--- src/rtl/nmr_bstrm_seq_ctrl.sv ---
// Program sequencer for the NMR bitstream pulse datapath: fetches/decodes program RAM words
// and runs the START/DPATH_RDY/DONE handshake. Optional pulse counter: NMR_BSTRM_SEQ_PLS_CNT_EN.
module nmr_bstrm_seq_ctrl #(
    parameter int DATA_WIDTH = 32,
    parameter int ADDR_WIDTH = 10
) (
    input  logic                  CLK,
    input  logic                  RST,
    input  logic                  GO,
    input  logic                  ABORT,
    input  logic [ADDR_WIDTH-1:0] START_ADDR,
    output logic [ADDR_WIDTH-1:0] PRG_ADDR,
    input  logic [DATA_WIDTH+6:0] PRG_DATA,
    output logic                  DP_START,
    output logic [DATA_WIDTH-1:0] DP_DATA,
    output logic                  DP_POL,
    output logic [3:0]            DP_MUX_SEL,
    input  logic                  DP_RDY,
    input  logic                  DP_DONE,
    output logic                  BUSY,
    output logic                  SEQ_DONE
`ifdef NMR_BSTRM_SEQ_PLS_CNT_EN
    ,
    output logic [15:0]           PLS_CNT
`endif
);

    typedef enum logic [2:0] {
        IDLE,
        FETCH,
        DECODE,
        ISSUE,
        ARMED,
        RELEASE,
        DRAIN
    } state_e;

    typedef enum logic [1:0] {
        OP_PULSE      = 2'b00,
        OP_LOOP_START = 2'b01,
        OP_LOOP_END   = 2'b10,
        OP_END        = 2'b11
    } op_e;

    state_e                state_q;
    logic [ADDR_WIDTH-1:0] prg_addr_q;
    logic [ADDR_WIDTH-1:0] loop_addr_q;
    logic [DATA_WIDTH-1:0] loop_cnt_q;
    logic [DATA_WIDTH-1:0] dp_data_q;
    logic                  dp_start_q;
    logic                  dp_pol_q;
    logic [3:0]            dp_mux_q;
    logic                  busy_q;
    logic                  seq_done_q;
    logic                  seen_low_q;

    op_e                   instr_op;
    logic                  instr_pol;
    logic [3:0]            instr_mux;
    logic [DATA_WIDTH-1:0] instr_field;
    logic [ADDR_WIDTH-1:0] prg_addr_inc;
    logic                  dp_idle;
    logic                  abort_hit;

    assign instr_op     = op_e'(PRG_DATA[DATA_WIDTH+6:DATA_WIDTH+5]);
    assign instr_pol    = PRG_DATA[DATA_WIDTH+4];
    assign instr_mux    = PRG_DATA[DATA_WIDTH+3:DATA_WIDTH];
    assign instr_field  = PRG_DATA[DATA_WIDTH-1:0];
    assign prg_addr_inc = prg_addr_q + ADDR_WIDTH'(1);
    assign dp_idle      = DP_RDY && DP_DONE;
    // DRAIN is excluded so a held ABORT cannot stall completion of the drain.
    assign abort_hit    = ABORT && (state_q != IDLE) && (state_q != DRAIN);

`ifdef NMR_BSTRM_SEQ_PLS_CNT_EN
    logic [15:0] pls_cnt_q;
    assign PLS_CNT = pls_cnt_q;
`endif

    always_ff @(posedge CLK or posedge RST) begin
        if (RST) begin
            state_q     <= IDLE;
            prg_addr_q  <= '0;
            loop_addr_q <= '0;
            loop_cnt_q  <= '0;
            dp_data_q   <= '0;
            dp_start_q  <= 1'b0;
            dp_pol_q    <= 1'b0;
            dp_mux_q    <= '0;
            busy_q      <= 1'b0;
            seq_done_q  <= 1'b0;
            seen_low_q  <= 1'b0;
`ifdef NMR_BSTRM_SEQ_PLS_CNT_EN
            pls_cnt_q   <= '0;
`endif
        end else begin
            seq_done_q <= 1'b0;
            if (abort_hit) begin
                dp_start_q <= 1'b0;
                seen_low_q <= 1'b0;
                state_q    <= DRAIN;
            end else begin
                case (state_q)
                    IDLE: begin
                        if (GO && !ABORT) begin
                            prg_addr_q <= START_ADDR;
                            busy_q     <= 1'b1;
`ifdef NMR_BSTRM_SEQ_PLS_CNT_EN
                            pls_cnt_q  <= '0;
`endif
                            state_q    <= FETCH;
                        end
                    end
                    FETCH: begin
                        state_q <= DECODE;
                    end
                    DECODE: begin
                        case (instr_op)
                            OP_PULSE: begin
                                dp_data_q <= instr_field;
                                dp_pol_q  <= instr_pol;
                                dp_mux_q  <= instr_mux;
                                state_q   <= ISSUE;
                            end
                            OP_LOOP_START: begin
                                loop_cnt_q  <= (instr_field == '0) ? DATA_WIDTH'(1) : instr_field;
                                loop_addr_q <= prg_addr_inc;
                                prg_addr_q  <= prg_addr_inc;
                                state_q     <= FETCH;
                            end
                            OP_LOOP_END: begin
                                if (loop_cnt_q > DATA_WIDTH'(1)) begin
                                    loop_cnt_q <= loop_cnt_q - DATA_WIDTH'(1);
                                    prg_addr_q <= loop_addr_q;
                                end else begin
                                    prg_addr_q <= prg_addr_inc;
                                end
                                state_q <= FETCH;
                            end
                            default: begin
                                state_q <= DRAIN;
                            end
                        endcase
                    end
                    ISSUE: begin
                        if (dp_idle) begin
                            dp_start_q <= 1'b1;
                            seen_low_q <= 1'b0;
                            state_q    <= ARMED;
                        end
                    end
                    ARMED: begin
                        // DONE must first drop (pulse running) before its rise counts as completion.
                        if (!DP_DONE) begin
                            seen_low_q <= 1'b1;
                        end else if (seen_low_q) begin
                            dp_start_q <= 1'b0;
                            seen_low_q <= 1'b0;
                            prg_addr_q <= prg_addr_inc;
`ifdef NMR_BSTRM_SEQ_PLS_CNT_EN
                            if (pls_cnt_q != 16'hFFFF) begin
                                pls_cnt_q <= pls_cnt_q + 16'd1;
                            end
`endif
                            state_q    <= RELEASE;
                        end
                    end
                    RELEASE: begin
                        if (DP_RDY) begin
                            state_q <= FETCH;
                        end
                    end
                    DRAIN: begin
                        dp_start_q <= 1'b0;
                        if (dp_idle) begin
                            seq_done_q <= 1'b1;
                            busy_q     <= 1'b0;
                            state_q    <= IDLE;
                        end
                    end
                    default: begin
                        state_q <= IDLE;
                    end
                endcase
            end
        end
    end

    assign PRG_ADDR   = prg_addr_q;
    assign DP_START   = dp_start_q;
    assign DP_DATA    = dp_data_q;
    assign DP_POL     = dp_pol_q;
    assign DP_MUX_SEL = dp_mux_q;
    assign BUSY       = busy_q;
    assign SEQ_DONE   = seq_done_q;

endmodule
--- config.mk ---
export PLATFORM = sky130hd
export DESIGN_NAME = nmr_bstrm_seq_ctrl
export DESIGN_NICKNAME = d
export VERILOG_FILES = /design/src/rtl/nmr_bstrm_seq_ctrl.sv
export SDC_FILE = /design/constraint.sdc
export NUM_CORES = 1
export LEC_CHECK = 0
export BUFFER_PORTS_ARGS = -buffer_cell sky130_fd_sc_hd__buf_2
export CAP_MARGIN = 25
export CORE_MARGIN = 5
export CORE_UTILIZATION = 56
export DETAILED_ROUTE_END_ITERATION = 6
export PLACE_DENSITY = 0.81
export SYNTH_ARGS = -nofsm -noshare
export SYNTH_HDL_FRONTEND = slang
export SYNTH_SLANG_ARGS = --single-unit
export TNS_END_PERCENT = 10
--- constraint.sdc ---
create_clock -name CLK -period 4.4 [get_ports CLK]
set_clock_uncertainty 0.1 [all_clocks]
set_input_delay 0.88 -clock CLK [delete_from_list [all_inputs] [get_ports CLK]]
set_output_delay 0.88 -clock CLK [all_outputs]
set_load 0.05 [all_outputs]
==> flow_summary.yaml <==
clocking:
  cts_resized: 0
  clk_root_buffer_cell: "clkbuf_8"
  clock_sinks: 96
  path_clk_slew_ns: 0.09
  cts_hold_buf: 0
  postCtsSetupBuffers: 0
  cts_buffer_depth: 2
  insertion_delay_ns: 0.37
  numCtsBuffers: 9
  htreeDepth: 3
  cts_tree: "done"
place:
  hpwl_um: 10300
  routabilityCongestion: 0.947
  io_buffers: 104
sta:
  rsz0062_at_grt: "no"
  finalSetupTns_ns: 0
  max_freq_mhz: 323
  finalSetupViolCount: 0
  slew_viol_final: 0
  hold_viol_final: 0
  worst_pin_slew_ns: 1.04
  fin_crit_sh_pct: 70.4
  finalCriticalPeriod_ns: 3.10
  slew_headroom_pct: 29.7
grt:
  grt_antenna_before_repair: 0
  grt_use_total_pct: 24.8
  grt.overflow.total: 0
  grt_pass1_wl_um: 23200
  grt_start_max_net_pins: 45
  grt_pass1_vias: 4786
logic_synthesis:
  avgSynthCellArea_um2: 9.94
  synth_flop_cell: "dfrtp_1"
  async_flop_share_pct: 100
  ys_ff_latch: 96
  yosysTopAreaCell: "dfrtp_1"
  syn_area_um2: 5450
  synth_edf_count: 0
  synthCells: 548
  ys_warn_count: 0
  ys_top_cells_by_area: "dfrtp_1 44%, mux2_2 8.7%, nor2_1 3.5%, nand2_1 3.2%, a21oi_1 2.9%"
  yosysSeqAreaShare_pct: 44.1
  synth.distinct_cells: 83
  synth_fp_nets: 610
  synth_top_area_share_pct: 44.1
worst_setup_path:
  path_buf_inv: 0
  cpPeakStageDelay_ns: 0.79
  arrival_ns: 3.20
  endpoint_kind: "register"
  cp-start-kind: "register"
  cp_cell_sequence: "or4_4, nor4_4, nand4_4, o21ai_1, o21ai_0"
  worst-setup-path-type: "reg2reg"
  cp_top_family: "simple AND/OR/NAND/NOR gates"
  cp.required_ns: 4.51
  cpMaxStageDelayCell: "o21ai_1"
  path_max_fanout: 17
route:
  drtIter0Drc: 452
  wl_per_cell_um: 18.2
  first_pass_iters: 5
  vias_per_cell: 6.30
  vias: 4896
  ant_nets: 0
  drcViolationCount: 0
  wirelength_um: 14200
floorplanning:
  dieWidth_um: 109
  coreArea_um2: 9640
  row_count: 36
  start_util_pct: 56.5
  fp.dieH_um: 109
  io_pins: 105
  dieArea_um2: 11800
power_and_ir_drop:
  p_leak_nw: 2.70
  power.density_nw_per_um2: 736
  p_total_mw: 4.58
  ir_drop_mv: 0.377
layout:
  insertedDiodeCount: 0
  multi_input_area_um2: 2820
  seqCellArea_um2: 2400
  final_nets: 702
  drive_above_1_share_pct: 30.1
  fillers: 788
  area_delta_synth_final_pct: 14.3
run:
  cap_violations: 0
min_path:
  hp-class: "reg2reg"
outcome:
  status: "completed"
[synth_stat cells (4+ instances only)]
cell type	count
nor2b_1	7
buf_1	4
o22ai_1	15
a221oi_1	5
o211ai_1	8
xor2_1	4
a41oi_1	4
o311ai_0	6
mux2_2	42
dfrtp_1	96
inv_1	14
nor2_1	51
nor4b_1	4
a21oi_1	32
nand3_1	15
nand2_1	46
nor3_1	10
mux2i_1	4
o21ai_0	23
ha_1	7
a21o_1	4
nor4_1	16
and3_1	7
a31oi_1	5
buf_6	4
a32o_1	5
clkbuf_1	17
a22oi_1	5
nand4_1	4
[layout by cell type (no fill, tap or decap), types with 4 or more instances in the layout]
master,synthesis,routed
buf_2,2,104
dfrtp_1,96,96
nor2_1,51,51
nand2_1,46,45
mux2_2,42,42
a21oi_1,32,32
o21ai_0,23,23
nor4_1,16,16
nand3_1,15,15
o22ai_1,15,15
inv_1,14,13
clkbuf_8,2,11
nor3_1,10,10
o211ai_1,8,8
nor2b_1,7,7
and3_1,7,7
ha_1,7,7
buf_4,1,7
o311ai_0,6,6
a31oi_1,5,5
a221oi_1,5,5
a32o_1,5,5
a22oi_1,5,5
mux2i_1,4,4
nor4b_1,4,4
a41oi_1,4,4
nand4_1,4,4
xor2_1,4,4
a21o_1,4,4
[worst paths after layout]
kind	slack [ns]	cells after the start	start	endpoint
worst max register to register	1.30	5	loop_cnt_q[4]$_DFFE_PP0P_	loop_cnt_q[16]$_DFFE_PP0P_
max in group asynchronous	2.84	3	RST	loop_cnt_q[12]$_DFFE_PP0P_
worst min-delay path	0.39	2	DP_DATA[13]$_DFFE_PP0P_	DP_DATA[13]$_DFFE_PP0P_
worst min register to register	0.39	2	DP_DATA[13]$_DFFE_PP0P_	DP_DATA[13]$_DFFE_PP0P_
min in group asynchronous	0.52	2	RST	DP_MUX_SEL[2]$_DFFE_PP0P_
worst max-delay path	1.30	5	loop_cnt_q[4]$_DFFE_PP0P_	loop_cnt_q[16]$_DFFE_PP0P_
[worst reg2reg max path, stage by stage, from the launching register on]
cell and delay, ns:
dfrtp_1 0.45, or4_4 0.63, nor4_4 0.41, nand4_4 0.35, o21ai_1 0.79, o21ai_0 0.23
[logic make-up (layout without fill, tap and decap cells)]
kind of cell               after synthesis  in the layout  synth area share (%)
adders and majority gates                7              7                  1.61
muxes                                   46             46                  9.42
AOI/OAI and AO/OA                      151            151                  19.4
and+or+nand+nor                        196            196                  20.2
xor gates and xnor gates                 7              7                  1.13
DFF                                     96             96                  44.1
buffers and inverters                   45            141                  4.14
[report_power, final]
group          total, mW  leakage [nW]  switching (mW)  internal [mW]
clock              0.598        0.0976           0.306          0.292
sequential          1.70          1.17           0.404           1.30
combinational       2.28          1.44            1.55          0.732
total               4.58          2.70            2.26           2.32
[metal layers]
| metal | up-vias | part of all wire [%] | global-route usage (%) |
|---|---|---|---|
| li1 | 2255 | - | - |
| met1 | 2380 | 41 | 33.3 |
| met2 | 232 | 50 | 41.0 |
| met3 | 29 | 7.1 | 3.67 |
| met4 | 0 | 2.0 | 8.57 |
| met5 | - | 0 | 0 |
[per-stage QoR]
| step | utilization [%] | hold slack [ns] | area [µm²] | setup WS (ns) | instances |
|---|---|---|---|---|---|
| 6_report | 64.6 | 0.391 | 6220 | 1.30 | 777 |
| 5_1_grt | 64.6 | 0.416 | 6220 | 1.09 | 777 |
| 4_1_cts | 64.6 | 0.393 | 6220 | 1.31 | 777 |
| 3_5_place_dp | 62.4 | 0.374 | 6020 | 1.32 | 762 |
| 3_3_place_gp | 62.4 | 0.362 | 6020 | 1.38 | 762 |
| 2_1_floorplan | - | 0.350 | 5450 | 0.915 | 548 |
[sequential cells by signal, indices dropped and copies added (netlist names), 3 cells and up]
| name | flops |
|---|---|
| DP_DATA | 32 |
| DP_MUX_SEL | 4 |
| loop_cnt_q | 32 |
| PRG_ADDR | 10 |
| state_q | 3 |
| loop_addr_q | 10 |
[area by class of cell]
| cell class | instances | area share, % |
|---|---|---|
| multi-input cells | 407 | 45.3 |
| flip-flops and latches | 96 | 38.6 |
| repair buffers | 111 | 9.21 |
| well taps | 133 | 2.67 |
| clock buffers | 11 | 2.43 |
| inverters | 15 | 0.925 |
| clock inverters | 4 | 0.864 |
No activity file was read; power rests on OpenSTA's default activity.
